`config.mk`:
```
export PLATFORM = sky130hd
export DESIGN_NAME = div_seq
export DESIGN_NICKNAME = d
export VERILOG_FILES = /design/src/rtl/div_seq.sv
export SDC_FILE = /design/constraint.sdc
export NUM_CORES = 1
export LEC_CHECK = 0
export BUFFER_PORTS_ARGS = -buffer_cell sky130_fd_sc_hd__buf_2
export CAP_MARGIN = 20
export CORE_MARGIN = 10
export CORE_UTILIZATION = 45
export CTS_CLUSTER_DIAMETER = 200
export DETAILED_ROUTE_END_ITERATION = 8
export PLACE_DENSITY_LB_ADDON = 0.08
export SLEW_MARGIN = 0
export SYNTH_ARGS = -nofsm -noshare
export SYNTH_HDL_FRONTEND = slang
export SYNTH_SLANG_ARGS = --single-unit
```
`constraint.sdc`:
```
create_clock -name clk_i -period 4.6 [get_ports clk_i]
set_clock_uncertainty 0.1 [all_clocks]
set_input_delay 0.92 -clock clk_i [delete_from_list [all_inputs] [get_ports clk_i]]
set_output_delay 0.92 -clock clk_i [all_outputs]
set_load 0.02 [all_outputs]
```
`src/rtl/div_seq.sv`:
```
// Iterative RV32M divider: DIV/DIVU/REM/REMU via a 32-step restoring loop,
// with one-cycle bypass for divide-by-zero and signed overflow.
module div_seq #(
  parameter int unsigned XLEN = 32
) (
  input  logic            clk_i,
  input  logic            rst_n_i,
  input  logic            div_start_i,
  input  logic [1:0]      div_op_sel_i,
  input  logic            flush_i,
  input  logic [XLEN-1:0] rs1_rd_data_i,
  input  logic [XLEN-1:0] rs2_rd_data_i,
  output logic            div_busy_o,
  output logic            div_done_o,
  output logic [XLEN-1:0] div_data_o
);

  localparam int unsigned CNT_W = $clog2(XLEN);
  localparam logic [XLEN-1:0] MIN_NEG = {1'b1, {(XLEN-1){1'b0}}};

  typedef enum logic [1:0] {
    IDLE = 2'd0,
    CALC = 2'd1,
    FIX  = 2'd2
  } state_t;

  state_t            state_q, state_d;
  logic [XLEN-1:0]   rem_q, rem_d;
  logic [XLEN-1:0]   quo_q, quo_d;
  logic [XLEN-1:0]   dvs_q, dvs_d;
  logic [CNT_W-1:0]  cnt_q, cnt_d;
  logic [1:0]        op_q, op_d;
  logic              sgn_a_q, sgn_a_d;
  logic              sgn_b_q, sgn_b_d;
  logic              pend_q, pend_d;
  logic [XLEN-1:0]   pend_res_q, pend_res_d;
  logic              busy_q, busy_d;
  logic              done_q, done_d;
  logic [XLEN-1:0]   data_q, data_d;

  // Operand preparation at start: op[0]=1 means unsigned, op[1]=1 selects remainder
  logic              in_signed_c;
  logic              in_sgn_a_c, in_sgn_b_c;
  logic [XLEN-1:0]   in_mag_a_c, in_mag_b_c;
  logic              in_div0_c, in_ovf_c;

  assign in_signed_c = ~div_op_sel_i[0];
  assign in_sgn_a_c  = in_signed_c & rs1_rd_data_i[XLEN-1];
  assign in_sgn_b_c  = in_signed_c & rs2_rd_data_i[XLEN-1];
  assign in_mag_a_c  = in_sgn_a_c ? -rs1_rd_data_i : rs1_rd_data_i;
  assign in_mag_b_c  = in_sgn_b_c ? -rs2_rd_data_i : rs2_rd_data_i;
  assign in_div0_c   = (rs2_rd_data_i == '0);
  assign in_ovf_c    = in_signed_c && (rs1_rd_data_i == MIN_NEG) && (rs2_rd_data_i == '1);

  // One restoring step: shift in next dividend bit, trial-subtract the divisor
  logic [XLEN:0]     shifted_c, diff_c;
  assign shifted_c = {rem_q, quo_q[XLEN-1]};
  assign diff_c    = shifted_c - {1'b0, dvs_q};

  // Sign correction of the final quotient and remainder
  logic [XLEN-1:0]   q_fix_c, r_fix_c;
  assign q_fix_c = (sgn_a_q ^ sgn_b_q) ? -quo_q : quo_q;
  assign r_fix_c = sgn_a_q ? -rem_q : rem_q;

  // Next-state and datapath update; flush overrides everything
  always_comb begin
    state_d    = state_q;
    rem_d      = rem_q;
    quo_d      = quo_q;
    dvs_d      = dvs_q;
    cnt_d      = cnt_q;
    op_d       = op_q;
    sgn_a_d    = sgn_a_q;
    sgn_b_d    = sgn_b_q;
    pend_d     = 1'b0;
    pend_res_d = pend_res_q;
    done_d     = 1'b0;
    data_d     = data_q;

    if (flush_i) begin
      state_d = IDLE;
    end else begin
      unique case (state_q)
        IDLE: begin
          if (pend_q) begin
            done_d = 1'b1;
            data_d = pend_res_q;
          end else if (div_start_i) begin
            op_d    = div_op_sel_i;
            sgn_a_d = in_sgn_a_c;
            sgn_b_d = in_sgn_b_c;
            quo_d   = in_mag_a_c;
            dvs_d   = in_mag_b_c;
            if (in_div0_c) begin
              pend_d     = 1'b1;
              pend_res_d = div_op_sel_i[1] ? rs1_rd_data_i : '1;
            end else if (in_ovf_c) begin
              pend_d     = 1'b1;
              pend_res_d = div_op_sel_i[1] ? '0 : MIN_NEG;
            end else begin
              rem_d   = '0;
              cnt_d   = CNT_W'(XLEN - 1);
              state_d = CALC;
            end
          end
        end
        CALC: begin
          if (!diff_c[XLEN]) begin
            rem_d = diff_c[XLEN-1:0];
            quo_d = {quo_q[XLEN-2:0], 1'b1};
          end else begin
            rem_d = shifted_c[XLEN-1:0];
            quo_d = {quo_q[XLEN-2:0], 1'b0};
          end
          if (cnt_q == '0) begin
            state_d = FIX;
          end else begin
            cnt_d = cnt_q - CNT_W'(1);
          end
        end
        FIX: begin
          done_d  = 1'b1;
          data_d  = op_q[1] ? r_fix_c : q_fix_c;
          state_d = IDLE;
        end
        default: state_d = IDLE;
      endcase
    end
  end

  assign busy_d = (state_d != IDLE);

  // State, working registers and registered outputs
  always_ff @(posedge clk_i or negedge rst_n_i) begin
    if (!rst_n_i) begin
      state_q    <= IDLE;
      rem_q      <= '0;
      quo_q      <= '0;
      dvs_q      <= '0;
      cnt_q      <= '0;
      op_q       <= '0;
      sgn_a_q    <= 1'b0;
      sgn_b_q    <= 1'b0;
      pend_q     <= 1'b0;
      pend_res_q <= '0;
      busy_q     <= 1'b0;
      done_q     <= 1'b0;
      data_q     <= '0;
    end else begin
      state_q    <= state_d;
      rem_q      <= rem_d;
      quo_q      <= quo_d;
      dvs_q      <= dvs_d;
      cnt_q      <= cnt_d;
      op_q       <= op_d;
      sgn_a_q    <= sgn_a_d;
      sgn_b_q    <= sgn_b_d;
      pend_q     <= pend_d;
      pend_res_q <= pend_res_d;
      busy_q     <= busy_d;
      done_q     <= done_d;
      data_q     <= data_d;
    end
  end

  assign div_busy_o = busy_q;
  assign div_done_o = done_q;
  assign div_data_o = data_q;

endmodule

```
==> metrics.md <==
| Metric | Value |
|---|---|
| Number of max-cap violations | 0 |
| Fin. Hold Viols | 0 |
| Largest net degree at the start of global routing | 100 |
| Worst slew margin | 27.23% |
| P&R area growth vs syn | 12.11% |
| Minimum hold slack | 370.7 ps |
| Number of global-route vias before repair | 10580 |
| PortBufs | 103 |
| Ys async rst share | 100.0% |
| Setup crit end | rem_q[30] |
| Ant. Diodes | 0 |
| Cell area after synthesis | 12030 um2 |
| Switching share of power | 35.94% |
| CP Capture Type | register |
| DRT antenna net count | 0 |
| First-pass GRT wire length | 58520 um |
| Routed vias | 10960 |
| Layout cell share with drive strength beyond 1 | 11.42% |
| Core region area | 26210 um2 |
| Peak Freq | 0.2430 GHz |
| Status | completed |
| Min setup slack post-route | 485.3 ps |
| Critical path required time | 4870 ps |
| Unrepaired setup endpoints after global routing | no |
| Clock latency on the worst-skew pair | 430 ps |
| Synthesized flop and latch total | 173 |
| Avg WL per Cell | 18.74 um |
| Met1 Track Usage GR | 30.62% |
| Post-CTS sizing | 0 |
| Cell-internal power | 2.972 mW |
| Root Buffer | clkbuf_16 |
| Most area-consuming cells after synthesis | dfrtp_1 36%, o21ai_0 7.3%, nand2_1 6.8% |
| Ports | 104 |
| Worst Tran Pin Value | 1092 ps |
| Post-DP HPWL | 27000 um |
| Worst vdd ir | 0.1781 mV |
| CP Launch Point | quo_q[31] |
| GR Util met2 | 33.52% |
| Min-delay worst type | reg -> reg |
| TritonRoute pass-1 iters | 5 |
| Combinational power share | 28.3% |
| R2r endpoint | rem_q[30] |
| Mapped Cells | 1526 |
| Critical Path Fanout Max | 11 |
| Total track usage | 21.63% |
| R2r setup slk | 490 ps |
| Die W | 183.5 um |
| GR Overflow Total | 0 |
| FF-to-FF path depth | 13 |
| Critical Path Start Type | register |
| Cell leakage power | 6.085 nW |
| GRT busiest layer | met2 |
| P_sw | 1.667 mW |
| CTS tree | yes |
| Dominant cell type by area after synthesis | dfrtp_1 |
| Yosys warnings | 0 |
| Fin crit period | 4115 ps |
| Clock Power Share | 32.4% |
| Clock slew at reported path FFs | 80 ps |
| Syn nets | 1635 |
| Critical path class | reg -> reg |
| Iteration-0 DRC Markers | 994 |
| Row count | 59 |
| Setup repair bufs after CTS | 0 |
| Number of flops mapped to enable cells by yosys | 0 |
| Die H | 183.5 um |
| Dpl ws | 363.9 ps |
| CTS max path bufs | 2 |
| Die area | 33670 um2 |
| Clock sink count | 173 |
| Worst EP arrival | 4380 ps |
| Final net count | 1699 |
| # DRC | 0 |
| Initial core utilization | 45.90% |
| Sum Neg Setup Slack | 0 ps |
| Seq/Total Area, Yosys | 35.99% |
| Total CTS buffers | 17 |
| Layout Utilization | 51.46% |
| RD Place Congestion | 0.8782 |
| CTS Hold Bufs | 0 |
| H-tree depth | 4 |
| Antenna violations before repair | 0 |
| Pwr dens | 344.0 nW/um2 |
| Unique masters post-synth | 64 |
| Synth Area per Inst | 7.883 um2 |
| Final Slew Violations | 0 |
| Share of the synthesized area in the top cell type | 35.99% |
| Register share of total power | 39.3% |
| Origin of the critical flop-to-flop path | quo_q[31] |
| Total wire length | 36320 um |
| Met3 GRT Util | 3.953% |
| Vias per std cell | 5.653 |
| Most used DFF post-synth | dfrtp_1 |
| Final setup viols | 0 |
| Fin crit share | 89.45% |
[cells in the final DEF (no fill, tap or decap), types with 6 or more instances in the layout]
master and n:
o22ai_1 8, dfrtp_1 172, inv_6 6, nand4_1 15, a21oi_1 136, nor3_1 24, nand2b_1 19, or4_1 11
nor2b_1 37, nor2_1 132, xnor2_1 71, nor4_1 13, mux2i_1 10, o31ai_1 20, o21ai_1 30, nand2_1 218
or3_1 14, clkbuf_16 17, o41ai_1 14, ha_1 38, xor2_1 73, nand3_1 15, a21o_1 12, buf_2 102
a211oi_1 25, a31oi_1 14, o21ai_0 175, o21a_1 6, buf_4 23, inv_1 59, o211ai_1 19
[area by class of cell]
| cell class | count | area [um2] |
|---|---|---|
| multi-input combinational | 1209 | 7163 |
| clock buffer | 19 | 452.9 |
| clock inverter | 13 | 140.1 |
| tap | 335 | 419.2 |
| inverter | 60 | 225.2 |
| sequential | 173 | 4330 |
| timing repair buffer | 129 | 754.5 |
| fill | 2540 | 12720 |
[routing by layer]
layer	wire (um)	up-vias	share of wire (%)
li1	-	5474	-
met1	17650	5166	49
met2	16180	285	45
met3	1986	31	5.5
met4	506	0	1.4
met5	0	-	0
[cell usage after synthesis (all sizes together), types with 25 or more instances]
cell	number
dfrtp	173
o21ai	208
ha	38
inv	60
a21oi	136
nand2	218
xor2	73
nor2b	38
nor3	25
clkbuf	72
xnor2	71
a211oi	25
nor2	132
[worst min-delay path by stage]
stage / start / end / slack [ps] / cells after the start
CTS: div_data_o[3] / div_data_o[3] / 380 / 2
finish: div_data_o[3] / div_data_o[3] / 370 / 2
global placement: div_data_o[14] / div_data_o[14] / 360 / 2
global route: pend_res_q[0] / pend_res_q[0] / 400 / 1
detailed placement: div_data_o[3] / div_data_o[3] / 370 / 2
floorplan: cnt_q[4] / state_q[1] / 340 / 1
[power by group through the flow]
stage               combinational (mW)  sequential (mW)  clock, mW
detailed placement                1.26             1.88          0
global placement                  1.25             1.87          0
floorplan                        0.957             1.79          0
global route                      1.49             1.84       1.59
finish                            1.31             1.82       1.50
CTS                               1.27             1.85       1.53
[cells by family after synthesis]
family / Yosys count / synth area share, %
xor gates and xnor gates: 144 / 10.48
buffers and inverters: 144 / 4.733
DFF: 173 / 35.99
and+or+nand+nor: 522 / 19.94
muxes: 11 / 0.9258
adders and majority gates: 39 / 4.119
AOI/OAI and AO/OA: 493 / 23.81
[worst max-delay path, stage by stage (launching register included)]
cell	delay (ps)
dfrtp_1	400
inv_1	120
ha_1	240
inv_1	80
fa_1	430
a211oi_1	290
o211a_1	250
o22ai_1	170
o31a_1	350
a21oi_1	380
o211ai_1	400
or2_2	530
o21ai_0	190
a31o_2	120
[flip-flops by register name (all words and copies together), names as in the netlist]
register and count:
dvs_q 32, quo_q 32, div_busy_o 1, state_q 2, div_data_o 32, rem_q 32, sgn_b_q 1, pend_res_q 32
op_q 1, pend_q 1, div_done_o 1, cnt_q 5, sgn_a_q 1
[per-stage QoR]
step                      total power, mW  std cells  area, um2
after floorplan                     2.747       1526      12030
after global placement              3.125       1904      12850
after detailed placement            3.141       1904      12850
after CTS                           4.647       1936      13450
after global routing                4.924       1938      13490
final                               4.639       1938      13490
(Power assumes the default switching activity.)
